==> config.mk <==
export PLATFORM = sky130hd
export DESIGN_NAME = mibench_caller
export DESIGN_NICKNAME = d
export VERILOG_FILES = /design/src/rtl/mibench_caller.sv
export SDC_FILE = /design/constraint.sdc
export NUM_CORES = 1
export LEC_CHECK = 0
export CAP_MARGIN = 25
export CORE_ASPECT_RATIO = 0.9
export CORE_MARGIN = 1
export CORE_UTILIZATION = 47
export DETAILED_ROUTE_END_ITERATION = 6
export PLACE_DENSITY = 0.74
export SLEW_MARGIN = 10
export SYNTH_ARGS = -nofsm -noshare
export SYNTH_HDL_FRONTEND = slang
export SYNTH_SLANG_ARGS = --single-unit
==> constraint.sdc <==
create_clock -name clock -period 3.6 [get_ports clock]
set_input_delay 1.08 -clock clock [delete_from_list [all_inputs] [get_ports clock]]
set_output_delay 1.08 -clock clock [all_outputs]
set_load 0.02 [all_outputs]
==> src/rtl/mibench_caller.sv <==
// mibench_caller: issues a batch of indexed calls to a pipelined component,
// limits the number of outstanding calls, and sums the returned data.
// Optional watchdog: define MIBENCH_CALLER_TIMEOUT_EN to end a stuck batch
// after TIMEOUT_CYCLES cycles without any call or return accept.
module mibench_caller #(
    parameter int MAX_INFLIGHT   = 4,
    parameter int TIMEOUT_CYCLES = 1024
) (
    input  logic        clock,
    input  logic        reset,
    input  logic        host_start,
    input  logic [15:0] host_count,
    input  logic [31:0] host_base_idx,
    output logic        host_busy,
    output logic        host_done,
    output logic [31:0] host_sum,
    output logic        host_error,
    output logic        call_valid,
    input  logic        call_stall,
    output logic [31:0] call_idx,
    input  logic        ret_valid,
    output logic        ret_stall,
    input  logic [31:0] ret_data
);

    typedef enum logic [1:0] {
        IDLE,
        RUN,
        DRAIN,
        FINISH
    } state_t;

    localparam logic [7:0] MAX_INF = 8'(MAX_INFLIGHT);

    state_t      state;
    state_t      state_nxt;
    logic [15:0] count;
    logic [15:0] count_nxt;
    logic [15:0] issued;
    logic [15:0] issued_nxt;
    logic [7:0]  inflight;
    logic [7:0]  inflight_nxt;
    logic        call_acc;
    logic        ret_acc;
    logic        start_acc;
    logic        timeout;

    assign call_acc  = call_valid & ~call_stall;
    assign ret_acc   = ret_valid & ~ret_stall;
    assign start_acc = (state == IDLE) & host_start;

`ifdef MIBENCH_CALLER_TIMEOUT_EN
    localparam logic [31:0] WD_LAST = 32'(TIMEOUT_CYCLES - 1);

    logic [31:0] wd_cnt;
    logic        wd_active;

    assign wd_active = (state == RUN) || (state == DRAIN);
    assign timeout   = wd_active && !call_acc && !ret_acc && (wd_cnt == WD_LAST);

    // Watchdog counts consecutive RUN/DRAIN cycles in which nothing was accepted
    always_ff @(posedge clock) begin
        if (reset) begin
            wd_cnt <= '0;
        end else if (!wd_active || call_acc || ret_acc) begin
            wd_cnt <= '0;
        end else begin
            wd_cnt <= wd_cnt + 32'd1;
        end
    end

    // Error flag is cleared by a new batch and set when the watchdog fires
    always_ff @(posedge clock) begin
        if (reset) begin
            host_error <= 1'b0;
        end else if (start_acc) begin
            host_error <= 1'b0;
        end else if (timeout) begin
            host_error <= 1'b1;
        end
    end
`else
    logic unused_timeout_cfg;

    assign unused_timeout_cfg = (TIMEOUT_CYCLES != 0);
    assign timeout            = 1'b0;
    assign host_error         = 1'b0;
`endif

    // Next-state, issue counter and outstanding-call bookkeeping
    always_comb begin
        state_nxt    = state;
        count_nxt    = count;
        issued_nxt   = issued;
        inflight_nxt = inflight;

        if (call_acc) begin
            issued_nxt = issued + 16'd1;
        end

        if (call_acc && !ret_acc) begin
            inflight_nxt = inflight + 8'd1;
        end else if (ret_acc && !call_acc && (inflight != 8'd0)) begin
            inflight_nxt = inflight - 8'd1;
        end

        case (state)
            IDLE: begin
                if (host_start) begin
                    count_nxt    = host_count;
                    issued_nxt   = '0;
                    inflight_nxt = '0;
                    state_nxt    = (host_count == 16'd0) ? FINISH : RUN;
                end
            end
            RUN: begin
                if (timeout) begin
                    state_nxt = FINISH;
                end else if (call_acc && (issued == count - 16'd1)) begin
                    state_nxt = DRAIN;
                end
            end
            DRAIN: begin
                if (timeout) begin
                    state_nxt = FINISH;
                end else if (ret_acc && (inflight == 8'd1)) begin
                    state_nxt = FINISH;
                end
            end
            FINISH: begin
                state_nxt = IDLE;
            end
            default: begin
                state_nxt = IDLE;
            end
        endcase
    end

    // State, counters and all host/call outputs, registered from next-state values
    always_ff @(posedge clock) begin
        if (reset) begin
            state      <= IDLE;
            count      <= '0;
            issued     <= '0;
            inflight   <= '0;
            call_idx   <= '0;
            host_sum   <= '0;
            call_valid <= 1'b0;
            host_busy  <= 1'b0;
            host_done  <= 1'b0;
            ret_stall  <= 1'b1;
        end else begin
            state      <= state_nxt;
            count      <= count_nxt;
            issued     <= issued_nxt;
            inflight   <= inflight_nxt;
            call_valid <= (state_nxt == RUN) && (issued_nxt < count_nxt) &&
                          (inflight_nxt < MAX_INF);
            host_busy  <= (state_nxt != IDLE);
            host_done  <= (state_nxt == FINISH);
            ret_stall  <= !((state_nxt == RUN) || (state_nxt == DRAIN));
            if (start_acc) begin
                call_idx <= host_base_idx;
                host_sum <= '0;
            end else begin
                if (call_acc) begin
                    call_idx <= call_idx + 32'd1;
                end
                if (ret_acc) begin
                    host_sum <= host_sum + ret_data;
                end
            end
        end
    end

endmodule
# Word level (Yosys, flattened, before mapping)

Index checks and enable logic that the tools add are counted.

Add/subtract/negate cells: 6
Multiply operators: 0
Divide/modulo/power cells: 0
$lt $le $gt $ge: 2
Eq/ne operators: 8
Shifts and indexed selects: 0
Multiplexer cells: 16
Bitwise gates (word level): 5
Reduce and logical (&&, ||, !) cells: 17

Operators with widths:

| operator                                                                     | number |
|---|---|
| 16-bit 2-to-1 mux                                                            | 5 |
| 32-bit 2-to-1 mux                                                            | 2 |
| 32-bit by 1-bit adder with 32-bit output, second input constant              | 1 |
| 32-bit adder                                                                 | 1 |
| 8-bit 2-to-1 mux                                                             | 4 |
| 16-bit by 1-bit adder with 16-bit output, second input constant              | 1 |
| 16-bit == test                                                               | 1 |
| 16-bit zero test                                                             | 1 |
| 16-bit less-than comparator                                                  | 1 |
| 16-bit by 1-bit subtractor with 16-bit output, second input constant         | 1 |
| 8-bit by 1-bit adder with 8-bit output, second input constant                | 1 |
| 2-bit == test, second input constant                                         | 4 |
| 8-bit by 1-bit == test with 1-bit output, second input constant              | 1 |
| 8-bit by 3-bit less-than comparator with 1-bit output, second input constant | 1 |
| 2-bit 2-to-1 mux                                                             | 4 |
| 2-bit case mux with 4 select lines                                           | 1 |
| 8-bit nonzero test                                                           | 1 |
| 8-bit by 1-bit subtractor with 8-bit output, second input constant           | 1 |
| 1-bit logical AND                                                            | 7 |
| 2-bit by 1-bit == test with 1-bit output, second input constant              | 2 |
| 2-bit nonzero test                                                           | 2 |
| 1-bit AND                                                                    | 3 |
| 1-bit zero test                                                              | 3 |
| 2-bit zero test                                                              | 1 |
| 3 further kinds                                                              | 4 |

Flip-flop bits (word level): 110
Bits in latches: 0
RAM bits: 0
ROM bits: 0
Input port bits: 85
Output and inout port bits: 69
Word-level logic and storage cells: 64
Memories: 0

# Logic depth before layout (Yosys ltp)

Gate-level depths: netlist (run 1).

Depth in word-level cells: 11
Depth in mapped cells: 16
Gate-level depth less buffers: 16

# Worst setup path after synthesis (run 1)

Ideal clock, no wire load.

Kind: input-to-reg
Start: in ret_data[0]
End: reg host_sum[28]
Library setup time: 0.062 ns
Data arrival time: 3.399 ns
Data required time: 3.538 ns
Setup slack: 0.139 ns
Stages on the path: 13
Buffers on the path: 0
Cell sequence: ha_1 -> inv_1 -> fa_1 -> and2b_1 -> o2111ai_1 -> a31oi_1 -> nor2_1 -> o21ai_1 -> a22oi_1 -> o21ai_2 -> nor4_1 -> or4_1 -> nand3_1

Word-level cells in the longest chain between the ends: 1

RTL lines:

| element              | line | text |
|---|---|---|
| start, declared      | 23   | `input logic [31:0] ret_data` |
| 32-bit adder         | 170  | `host_sum <= host_sum + ret_data;` |
| end signal, assigned | 170  |  |
| end, declared        | 16   | `output logic [31:0] host_sum,` |

Every way passes these cells.
A chain may end at the register's enable or synchronous reset.

# Worst setup path in the final report (run 1)

Start: in ret_data[10]
End: reg host_sum[29]

Same word-level chain as after synthesis.

==> results_dict.tcl, run 1 <==
set metrics [dict create \
    r2r_cells 15 \
    die_h_um 119.4 \
    maxSlewViolCount 0 \
    synth-compound-area-share 0.1760 \
    slew_headroom 0.5770 \
    fin_crit_sh 0.9684 \
    p_seq_frac 0.425 \
    core_um2 14820 \
    avgSynthCellArea_um2 8.075 \
    fin_ws_ps 113.8 \
    finalHoldViolations 0 \
    die_w_um 132.4 \
    worstHoldEndpoint "host_sum[20]$_SDFFE_PP0P_" \
    synth_xor_area_frac 0.1193 \
    intPower_uw 2243 \
    track_usage 0.2492 \
    layout_commonest_cell "clkdlybuf4s50_1" \
    regArea_um2 2206 \
    leakagePower_uw 0.004083 \
    port_buffers 152 \
    drt-pass1-iter-count 5 \
    period_needed_ps 3486 \
    clock_latency_ps 360 \
    async_flop_share 0 \
    syn_area_um2 7194 \
    antenna_found_initial 0 \
    hold_start "host_sum[20]$_SDFFE_PP0P_" \
    fin_total_pwr_uw 3176 \
    min_path_type "reg2reg" \
    wl_per_cell_um 14.72 \
    crit_path_end_kind "flop" \
    finalNonFillerCells 1309 \
    viasPerCell 5.426 \
    arrival_ps 3780 \
    yosys_warnings 0 \
    num_io_pins 154 \
    max_freq_mhz 286.8 \
    crit_fanout 2 \
    synth_top_family_by_area "simple AND/OR/NAND/NOR gates" \
    synth_simple_gate_area_frac 0.2424 \
    wirelength_um 19270 \
    cts_max_path_buffers 2 \
    via_count 7102 \
    path_clk_slew_ps 70 \
    synth_edf_count 0 \
    drt_iter0_markers 425 \
    place_hpwl_um 14400 \
    dieArea_um2 15810 \
    netSwitchingPower_uw 933.6 \
    maxCapViolCount 0 \
    rsz0062_at_grt "no" \
    layout_common_cells "149 x clkdlybuf4s50_1, 107 x dfxtp_1, 106 x nor2_1" \
    cts_root_buf "clkbuf_16" \
    grt_pass1_wl_um 32050 \
    r2r-end "call_valid$_SDFF_PP0_" \
    syn-num-nets 1032 \
    required_ps 3890 \
    final_core_util 0.6670 \
    setup_tns_ps 0 \
    clock-sinks 110 \
    ant_nets 0 \
    drc 0 \
    h-tree-depth 3 \
    initial_utilization 0.4855 \
    synth-seq-cells 110 \
    rows 42 \
    areaGrowthSynthToFinish_pct 37.39 \
    whs_path_depth 2 \
    tightest_slew_ps 634.5 \
    crit_path_start_kind "input pin" \
    r2r_setup_slack_ps 220 \
    synth.area.mux_share 0.02365 \
    ys.flop_type "dfxtp_1" \
    dpl.cell_count 1290 \
    synthCells 891 \
    vdd_drop_max_mv 0.2390 \
    finalSetupViolations 0 \
    drive_gt1_frac 0.1368 \
    nets 1247 \
    gr-total-overflow 0 \
    place.gp.congestion 0.9317 \
    power_density_nw_per_um2 321.3 \
    status "finished clean" \
    cts_buffers 9 \
    dpl_worst_slack_ps -560.0 \
    reg2reg_from "count[4]$_SDFF_PP0_" \
    synthAdderAreaFrac 0.09843 \
    seq_area_frac_synth 0.3061 \
    swShare 0.2939 \
    multi_input_area_um2 4841 \
    clockPowerShare 0.323 \
    combPwrFrac 0.252 \
    grt_max_degree 61 \
    finClkSkew_ps 11.18 \
    n_antenna_cell 0 \
    grt_pass1_vias 6717 \
    cts_tree "done" \
    critPathKind "in2reg" \
    synth_cell_type_count 72 \
    nFillCells 1253 \
]
==> timing repair <==
item	CTS	global route
endpoints found under the setup margin	3	5
pin swaps	4	13
buffers inserted	1	2
resized for setup	3	21
hold buffers	0	0
==> worst max path at each step <==
| stage | from | to | slack (ps) | depth (start not counted) |
|---|---|---|---|---|
| floorplan | ret_data[0] | host_sum[28]$_SDFFE_PP0P_ | 140 | 13 |
| global placement | ret_data[0] | host_sum[28]$_SDFFE_PP0P_ | -520 | 14 |
| detailed placement | ret_data[0] | host_sum[28]$_SDFFE_PP0P_ | -560 | 14 |
| CTS | ret_data[0] | host_sum[28]$_SDFFE_PP0P_ | 20 | 14 |
| global route | ret_data[16] | host_sum[29]$_SDFFE_PP0P_ | 9 | 12 |
| finish | ret_data[10] | host_sum[29]$_SDFFE_PP0P_ | 110 | 12 |
==> final cells by class <==
cell class                      count  area share
Multi-Input combinational cell    718      0.4897
Sequential cell                   110      0.2232
Timing Repair Buffer              242      0.2223
Tap cell                          198     0.02506
Clock buffer                       11     0.02456
Inverter                           25    0.009494
Clock inverter                      5    0.005696
==> registers in the layout, summed over array words and instances (netlist names) <==
name,cells
call_valid,1
call_idx,32
host_done,1
inflight,8
issued,16
state,2
host_sum,32
host_busy,1
ret_stall,1
count,16
==> cells in the mapped netlist, types with 25 or more instances <==
master,n,area [µm²]
nor3_1,27,135.1
o21ai_0,28,140.1
nand3_1,41,205.2
a211oi_1,32,240.2
clkbuf_1,31,116.4
a21oi_1,50,250.2
nor2_1,107,401.6
dfxtp_1,110,2202
nand2_1,83,311.6
xnor2_1,47,411.6
ha_1,55,688.2
xor2_1,51,446.7
inv_1,25,93.84
==> routing by layer <==
layer  routed length (µm)  GRT usage  share of wire
met1                 8987     0.3374           0.47
met2                 8798     0.4010           0.46
met3                 1242    0.05619          0.064
met4                  242    0.05891          0.013
met5                    0          0              0
==> logic make-up after synthesis <==
family,Yosys count
other,1
multiplexers,17
XOR/XNOR,98
adder cells (fa/ha/maj),56
AO/OA/AOI/OAI,189
flip-flops,110
AND/OR/NAND/NOR,357
buffers and inverters,63
==> per-stage QoR <==
step / area [µm²] / hold WS [ps]
floorplan: 7194 / 481.8
global placement: 9473 / 464.3
detailed placement: 9473 / 467.6
CTS: 9791 / 480.9
global route: 9884 / 501.0
finish: 9884 / 477.7
==> power by group through the flow <==
| stage | registers [µW] | logic, µW | clock network (µW) |
|---|---|---|---|
| finish | 1350 | 801 | 1030 |
| global route | 1360 | 874 | 1100 |
| CTS | 1350 | 794 | 1050 |
| detailed placement | 1370 | 787 | 0 |
| global placement | 1370 | 777 | 0 |
| floorplan | 1410 | 392 | 0 |
==> worst max-delay path: stages <==
cell	delay, ps
clkdlybuf4s50_1	400
ha_1	290
a21o_1	220
a2111oi_2	440
a21oi_1	160
o211a_1	160
a21boi_1	240
o21ai_1	140
a221oi_2	280
xnor2_1	150
nand2_1	60
a21oi_1	140
(Power assumes the default switching activity.)
==> run 2, diff against run 1 <==
--- a/config.mk
+++ b/config.mk
@@ -7,7 +7,6 @@
 export LEC_CHECK = 0
 export CAP_MARGIN = 25
 export CORE_ASPECT_RATIO = 0.9
-export CORE_MARGIN = 1
 export CORE_UTILIZATION = 47
 export DETAILED_ROUTE_END_ITERATION = 6
 export PLACE_DENSITY = 0.74
==> results of run 2 <==
No change in the layout: final DEF, timing and power equal those of run 1.
==> run 3, diff against run 2 <==
--- a/config.mk
+++ b/config.mk
@@ -9,6 +9,7 @@
 export CORE_ASPECT_RATIO = 0.9
 export CORE_UTILIZATION = 47
 export DETAILED_ROUTE_END_ITERATION = 6
+export GPL_ROUTABILITY_DRIVEN = 0
 export PLACE_DENSITY = 0.74
 export SLEW_MARGIN = 10
 export SYNTH_ARGS = -nofsm -noshare
==> results of run 3 <==
No change in the layout: final DEF, timing and power equal those of run 1.
